<file path="src/rtl/demux16_stream.sv">
// demux16_stream: packet-aware 1-to-2 valid/ready stream router.
// A packet's first beat picks channel A (in_sel=0) or B (in_sel=1);
// the choice is locked until the beat carrying in_last.
// Each output channel is a one-entry registered slot.
//
// Ports:
//   clk, rst               clock, async active-high reset
//   in_data/sel/last       input beat payload, destination, end-of-packet
//   in_valid, in_ready     input handshake
//   out_a_data/last/valid  channel A slot, out_a_ready from consumer A
//   out_b_data/last/valid  channel B slot, out_b_ready from consumer B
// Optional (DEMUX16_STREAM_COUNT_EN defined):
//   count_clr              sync clear of both beat counters
//   count_a, count_b       saturating per-channel accepted-beat counts
module demux16_stream #(
    parameter int WIDTH = 16
) (
    input  logic             clk,
    input  logic             rst,
    input  logic [WIDTH-1:0] in_data,
    input  logic             in_sel,
    input  logic             in_last,
    input  logic             in_valid,
    output logic             in_ready,
    output logic [WIDTH-1:0] out_a_data,
    output logic             out_a_last,
    output logic             out_a_valid,
    input  logic             out_a_ready,
    output logic [WIDTH-1:0] out_b_data,
    output logic             out_b_last,
    output logic             out_b_valid,
    input  logic             out_b_ready
`ifdef DEMUX16_STREAM_COUNT_EN
    ,
    input  logic             count_clr,
    output logic [15:0]      count_a,
    output logic [15:0]      count_b
`endif
);

    typedef enum logic [1:0] {
        IDLE   = 2'd0,
        LOCK_A = 2'd1,
        LOCK_B = 2'd2
    } state_t;

    state_t state;
    state_t state_nxt;
    logic   dest_b;
    logic   xfer;
    logic   load_a;
    logic   load_b;

    always_comb begin
        state_nxt = state;
        dest_b    = in_sel;
        in_ready  = 1'b0;
        xfer      = 1'b0;
        load_a    = 1'b0;
        load_b    = 1'b0;

        unique case (state)
            IDLE:    dest_b = in_sel;
            LOCK_A:  dest_b = 1'b0;
            LOCK_B:  dest_b = 1'b1;
            default: dest_b = in_sel;
        endcase

        // Independent of in_valid so the producer may wait on it.
        if (dest_b)
            in_ready = !out_b_valid || out_b_ready;
        else
            in_ready = !out_a_valid || out_a_ready;

        xfer   = in_valid && in_ready;
        load_a = xfer && !dest_b;
        load_b = xfer && dest_b;

        if (xfer) begin
            if (in_last)
                state_nxt = IDLE;
            else if (state == IDLE)
                state_nxt = dest_b ? LOCK_B : LOCK_A;
        end
    end

    always_ff @(posedge clk or posedge rst) begin
        if (rst) begin
            state       <= IDLE;
            out_a_valid <= 1'b0;
            out_a_data  <= '0;
            out_a_last  <= 1'b0;
            out_b_valid <= 1'b0;
            out_b_data  <= '0;
            out_b_last  <= 1'b0;
        end else begin
            state <= state_nxt;

            // A refill wins over a drain: full rate with ready held high.
            if (load_a) begin
                out_a_valid <= 1'b1;
                out_a_data  <= in_data;
                out_a_last  <= in_last;
            end else if (out_a_valid && out_a_ready) begin
                out_a_valid <= 1'b0;
            end

            if (load_b) begin
                out_b_valid <= 1'b1;
                out_b_data  <= in_data;
                out_b_last  <= in_last;
            end else if (out_b_valid && out_b_ready) begin
                out_b_valid <= 1'b0;
            end
        end
    end

`ifdef DEMUX16_STREAM_COUNT_EN
    always_ff @(posedge clk or posedge rst) begin
        if (rst) begin
            count_a <= '0;
            count_b <= '0;
        end else if (count_clr) begin
            count_a <= '0;
            count_b <= '0;
        end else begin
            if (load_a && count_a != 16'hFFFF)
                count_a <= count_a + 16'd1;
            if (load_b && count_b != 16'hFFFF)
                count_b <= count_b + 16'd1;
        end
    end
`endif

endmodule

</file>
<file path="config.mk">
export PLATFORM = sky130hd
export DESIGN_NAME = demux16_stream
export DESIGN_NICKNAME = d
export VERILOG_FILES = /design/src/rtl/demux16_stream.sv
export SDC_FILE = /design/constraint.sdc
export NUM_CORES = 1
export LEC_CHECK = 0
export CAP_MARGIN = 30
export CORE_MARGIN = 4
export CORE_UTILIZATION = 46
export CTS_CLUSTER_SIZE = 12
export DETAILED_ROUTE_END_ITERATION = 10
export GPL_TIMING_DRIVEN = 1
export PLACE_DENSITY = 0.82
export SLEW_MARGIN = 0
export SYNTH_ARGS = -nofsm -noshare
export SYNTH_HDL_FRONTEND = slang
export SYNTH_SLANG_ARGS = --single-unit
</file>
<file path="constraint.sdc">
create_clock -name clk -period 3.9 [get_ports clk]
set_clock_uncertainty 0.15 [all_clocks]
set_input_delay 1.17 -clock clk [delete_from_list [all_inputs] [get_ports clk]]
set_output_delay 1.17 -clock clk [all_outputs]
set_load 0.1 [all_outputs]
</file>
==> reports/results.txt, run 1 <==
status -> finished, final reports clean
Final Non-Filler Cells -> 211
RSZ-0062 raised after global routing -> no
M1 GR Usage -> 16.6%
post-synthesis register bit count -> 38
Post-Route WL -> 3.26 mm
synthesized area -> 0.00156 mm2
dpl cells -> 203
Final Cycle Share -> 93.4%
Area contributors post-synth -> dfrtp_1 61%, mux2_2 19%, mux2_4 7.7%
area growth from synthesis to layout -> 40.9%
nets -> 191
dominant cell type by area after synthesis -> dfrtp_1
H-tree Lvls -> 2
Hold Fails Final Rpt -> 0
DIE WIDTH -> 66.3 um
Worst Tran Pin Value -> 622 ps
Antenna diodes -> 0
first-pass GRT wire length -> 5.31 mm
Setup Viol. Count Final -> 0
worst-path fanout max -> 2
Achievable Freq -> 275 MHz
largest net degree at the start of global routing -> 17
max-slew violation count -> 0
clk slew on worst S/H paths -> 110 ps
post-route ant nets -> 0
sequential area share after synthesis -> 60.8%
met3 usage -> 5.44%
Synth Instances -> 99
DRT iter0 DRCs -> 21
Worst Setup End Kind -> output port
CTS tree -> done
Vias -> 1,036
post-CTS setup buffers -> 0
gr busiest metal -> met2
layout cells sized above 1 -> 51.5%
port bufs -> 59
sequential cell area -> 951 um2
Hold Crit Class -> flop to flop
die area -> 0.00439 mm2
fillcell total -> 239
Crit Path Class -> primary input to output port
vias in the first global route -> 1,126
Resized Gates After CTS -> 0
area of the core -> 0.00315 mm2
row count -> 20
Synth Net Count -> 124
Post-DP HPWL -> 2.60 mm
GRT Util Overall -> 16.4%
Period minus WS final -> 3640 ps
critical path launch point type -> primary input
drt pass-1 iters -> 2
met2 GRT Util -> 30.4%
Required @ worst endpoint -> 2580 ps
Initial Util -> 49.6%
gpl congestion -> 0.711
DR vias/cell -> 4.91
max-cap violation count -> 0
# DRC -> 0
Post-Syn Area per Cell -> 15.8 um2
Cell variety after synth -> 19
# IOs -> 60
GRT overflow -> 0
Synth top area share -> 60.8%
Synth Warn # -> 0
Relative slew margins -> 58.5%
TNS Setup -> 0 ps
clock sinks -> 38
Die Y-Extent -> 66.3 um
TritonCTS buffer count -> 5
crit path DAT -> 2320 ps
Final Util -> 69.8%
clk_lat worst skew -> 340 ps
area of the multi-input gates -> 577 um2
initial antenna violation count -> 0
Routed wire per std cell -> 15.4 um
Longest Clk Path Bufs -> 2
CTS Root Cell -> clkbuf_4
hold buffer count at CTS -> 0
metrics by stage:
stage               setup WS, ps  instance area [um2]  hold WS (ps)
global placement             254                 2140           339
finish                       259                 2200           368
global route                 216                 2200           382
detailed placement           259                 2140           346
CTS                          253                 2200           372
floorplan                    466                 1560           392
metal layers:
| layer | share of wire, % | wire length (um) |
|---|---|---|
| met1 | 35 | 1150 |
| met2 | 58 | 1880 |
| met3 | 5.2 | 170 |
| met4 | 1.8 | 58 |
| met5 | 0 | 0 |
cell families (layout without fill, tap and decap cells):
logic type	after synthesis	count (layout)	synth area share, %
muxes	36	36	28.0
adders and majority gates	2	2	1.60
and+or+nand+nor	11	11	4.96
buffers and inverters	8	76	2.24
DFF	38	38	60.8
AOI/OAI and AO/OA	4	4	2.32
registers in the layout, summed over array words and instances, names as in the netlist:
| signal | cells |
|---|---|
| out_b_valid | 1 |
| out_b_data | 16 |
| out_a_valid | 1 |
| out_a_data | 16 |
| out_a_last | 1 |
| state | 2 |
| out_b_last | 1 |
worst max-delay path: stages:
cell and delay [ps]:
clkdlybuf4s50_1 410, mux2i_2 190, mux2_2 380, buf_12 170
placed cells by master (no fill, tap or decap):
cell type	synthesis	layout
a32o_1	1	1
a41oi_1	1	1
and3_1	1	1
buf_12	0	1
buf_4	1	39
clkbuf_4	0	5
clkbuf_8	0	1
clkdlybuf4s50_1	0	22
clkinv_2	0	1
clkinvlp_4	0	1
dfrtp_1	38	38
ha_1	2	2
inv_1	6	6
mux2_2	27	27
mux2_4	8	8
mux2i_2	1	1
nand2_1	2	2
nand2b_1	3	3
nand3_2	1	1
nor2b_1	2	2
nor3_4	1	1
o32ai_1	1	1
o41ai_1	1	1
or3_1	1	1
worst paths after layout:
| path | from | to | slack [ps] | cells past startpoint |
|---|---|---|---|---|
| min in group asynchronous | rst | out_b_data[0]$_DFFE_PP0P_ | 970 | 2 |
| min reg2reg | out_b_data[15]$_DFFE_PP0P_ | out_b_data[15]$_DFFE_PP0P_ | 370 | 1 |
| max reg2reg | state[1]$_DFFE_PP0P_ | out_b_last$_DFFE_PP0P_ | 1510 | 6 |
| max in group asynchronous | rst | state[0]$_DFFE_PP0P_ | 2070 | 3 |
| min | out_b_data[15]$_DFFE_PP0P_ | out_b_data[15]$_DFFE_PP0P_ | 370 | 1 |
| max | in_sel | in_ready | 260 | 4 |
layout make-up:
class	instances	share of cell area, %
sequential	38	43.2
multi-input combinational	53	26.2
timing repair buffer	62	24.2
tap	44	2.50
clock buffer	6	2.33
inverter	6	1.02
clock inverter	2	0.568
cells in the mapped netlist:
cell	instances
inv_1	6
nor3_4	1
dfrtp_1	38
or3_1	1
nand2_1	2
buf_4	1
buf_2	1
nand2b_1	3
and3_1	1
nor2b_1	2
mux2i_2	1
mux2_4	8
o32ai_1	1
a32o_1	1
o41ai_1	1
a41oi_1	1
nand3_2	1
mux2_2	27
ha_1	2
Power of run 1 is not shown: default switching activity piles up to over one toggle a cycle in this logic, so the estimate is an artifact.
==> run 2: changes to the inputs <==
--- a/config.mk
+++ b/config.mk
@@ -10,7 +10,7 @@
 export CORE_UTILIZATION = 46
 export CTS_CLUSTER_SIZE = 12
 export DETAILED_ROUTE_END_ITERATION = 10
-export GPL_TIMING_DRIVEN = 1
+export GPL_TIMING_DRIVEN = 0
 export PLACE_DENSITY = 0.82
 export SLEW_MARGIN = 0
 export SYNTH_ARGS = -nofsm -noshare
==> reports/results.txt, run 2 (synthesized netlist as in run 1, its figures left out) <==
Required @ worst endpoint -> 2580 ps
CTS tree -> done
Cell Chain, Critical Path -> clkdlybuf4s50_1 -> mux2i_4 -> mux2_2 -> buf_2
DP Worst Slack -> -775 ps
row count -> 20
Post-DP HPWL -> 2.61 mm
area of the core -> 0.00315 mm2
layout cells sized above 1 -> 30.6%
Achievable Freq -> 264 MHz
clock sinks -> 38
largest registers -> out_a_data: 16 flops, out_b_data: 16 flops, state: 2 flops
Crit Path Class -> primary input to output port
# IOs -> 60
clk_lat worst skew -> 350 ps
nets -> 194
Vias -> 1,065
Relative slew margins -> 33.4%
status -> finished, final reports clean
post-route ant nets -> 0
Die Y-Extent -> 66.3 um
fillcell total -> 234
DRT iter0 DRCs -> 25
RR Startpoint -> state[1]$_DFFE_PP0P_
die area -> 0.00439 mm2
Period minus WS final -> 3790 ps
max-cap violation count -> 0
worst hold path cell count -> 1
CTS Root Cell -> clkbuf_4
Hold Fails Final Rpt -> 0
Hold Crit Class -> flop to flop
Worst Tran Pin Value -> 995 ps
H-tree Lvls -> 2
most frequent cells in the layout -> 58 x clkdlybuf4s50_1, 38 x dfrtp_1, 27 x mux2_2, 8 x mux2_4, 6 x inv_1
Antenna diodes -> 0
Final WS setup -> 106 ps
vias in the first global route -> 1,110
Setup Viol. Count Final -> 0
crit path DAT -> 2470 ps
Routed wire per std cell -> 15.9 um
port bufs -> 59
commonest non-fill, non-tap cell in the layout -> clkdlybuf4s50_1
Post-Route WL -> 3.40 mm
Final Util -> 73.7%
worst-path fanout max -> 4
reg-to-reg endpoint -> out_b_data[10]$_DFFE_PP0P_
first-pass GRT wire length -> 5.37 mm
RSZ-0062 raised after global routing -> no
CP max stage delay -> 440 ps
# DRC -> 0
largest net degree at the start of global routing -> 21
max-slew violation count -> 0
Worst R2R Path Depth -> 7
TritonCTS buffer count -> 5
critical path endpoint -> in_ready
GRT overflow -> 0
critical path launch point type -> primary input
Initial Util -> 49.6%
DIE WIDTH -> 66.3 um
initial antenna violation count -> 0
Worst Setup SP -> in_sel
gpl congestion -> 0.770
Worst Setup End Kind -> output port
clk slew on worst S/H paths -> 100 ps
GRT Util Overall -> 16.9%
Longest Clk Path Bufs -> 2
hold buffer count at CTS -> 0
Final Cycle Share -> 97.3%
DR vias/cell -> 4.98
drt pass-1 iters -> 4
CP max stage cell -> clkdlybuf4s50_1
R2R setup slack -> 1580 ps
area growth from synthesis to layout -> 48.6%
==> run 2: changes by cell type in the layout (fill, tap and decap cells not counted) <==
| cell | change |
|---|---|
| clkdlybuf4s50_1 | +36 |
| buf_4 | -35 |
| buf_2 | +2 |
| buf_12 | -1 |
| buf_16 | +1 |
| clkbuf_1 | +1 |
| clkinvlp_4 | -1 |
| mux2i_2 | -1 |
| mux2i_4 | +1 |
==> run 2: how the worst min path moves through the flow <==
stage	from	to
detailed placement	out_b_data[9]$_DFFE_PP0P_	out_b_data[9]$_DFFE_PP0P_
global route	out_b_data[11]$_DFFE_PP0P_	out_b_data[11]$_DFFE_PP0P_
floorplan	state[1]$_DFFE_PP0P_	state[1]$_DFFE_PP0P_
finish	out_a_data[5]$_DFFE_PP0P_	out_a_data[5]$_DFFE_PP0P_
global placement	out_b_data[15]$_DFFE_PP0P_	out_b_data[15]$_DFFE_PP0P_
CTS	out_a_data[5]$_DFFE_PP0P_	out_a_data[5]$_DFFE_PP0P_
==> run 2: worst max-delay path: cells and delay by family <==
family | cells | cell delay, ps
multiplexers | 2 | 570
buffers and inverters | 2 | 730
==> run 2: layout make-up <==
cell class / count / area (um2) / share of cell area [%]
clock inverters: 1 / 5.00 / 0.216
plain buffers: 2 / 12.5 / 0.539
clock buffers: 7 / 55.1 / 2.37
repair buffers: 63 / 636 / 27.4
multi-input cells: 53 / 586 / 25.2
inverters: 6 / 22.5 / 0.970
well taps: 44 / 55.1 / 2.37
flip-flops and latches: 38 / 951 / 40.9
==> run 2: what timing repair did <==
item	CTS	global route
resized for setup	6	0
pin swaps	0	0
setup endpoints to repair	1	1
setup buffers	0	3
==> run 2: per-layer routing <==
layer / vias up / GRT usage, % / share of wire, % / wire, um
met5: - / 0 / 0 / 0
met4: 0 / 9.14 / 2.4 / 83
met3: 8 / 5.78 / 4.3 / 146
met2: 28 / 28.4 / 54 / 1820
met1: 538 / 18.5 / 40 / 1350
li1: 491 / - / - / -
==> run 2: through the flow <==
| step | TNS, ps | area [um2] | hold WS [ps] | cells |
|---|---|---|---|---|
| after CTS | 0 | 2300 | 369 | 211 |
| after global routing | 0 | 2320 | 386 | 214 |
| after floorplan | 0 | 1560 | 392 | 99 |
| after detailed placement | -775 | 2240 | 345 | 203 |
| final | 0 | 2320 | 362 | 214 |
| after global placement | -766 | 2210 | 338 | 202 |
Power of run 2 is left out for the same reason.
==> run 3: changes to the inputs <==
--- a/config.mk
+++ b/config.mk
@@ -8,7 +8,6 @@
 export CAP_MARGIN = 30
 export CORE_MARGIN = 4
 export CORE_UTILIZATION = 46
-export CTS_CLUSTER_SIZE = 12
 export DETAILED_ROUTE_END_ITERATION = 10
 export GPL_TIMING_DRIVEN = 0
 export PLACE_DENSITY = 0.82
==> results of run 3 <==
No change in the layout: final DEF, timing and power equal those of run 2.
Power of run 3 is left out for the same reason.
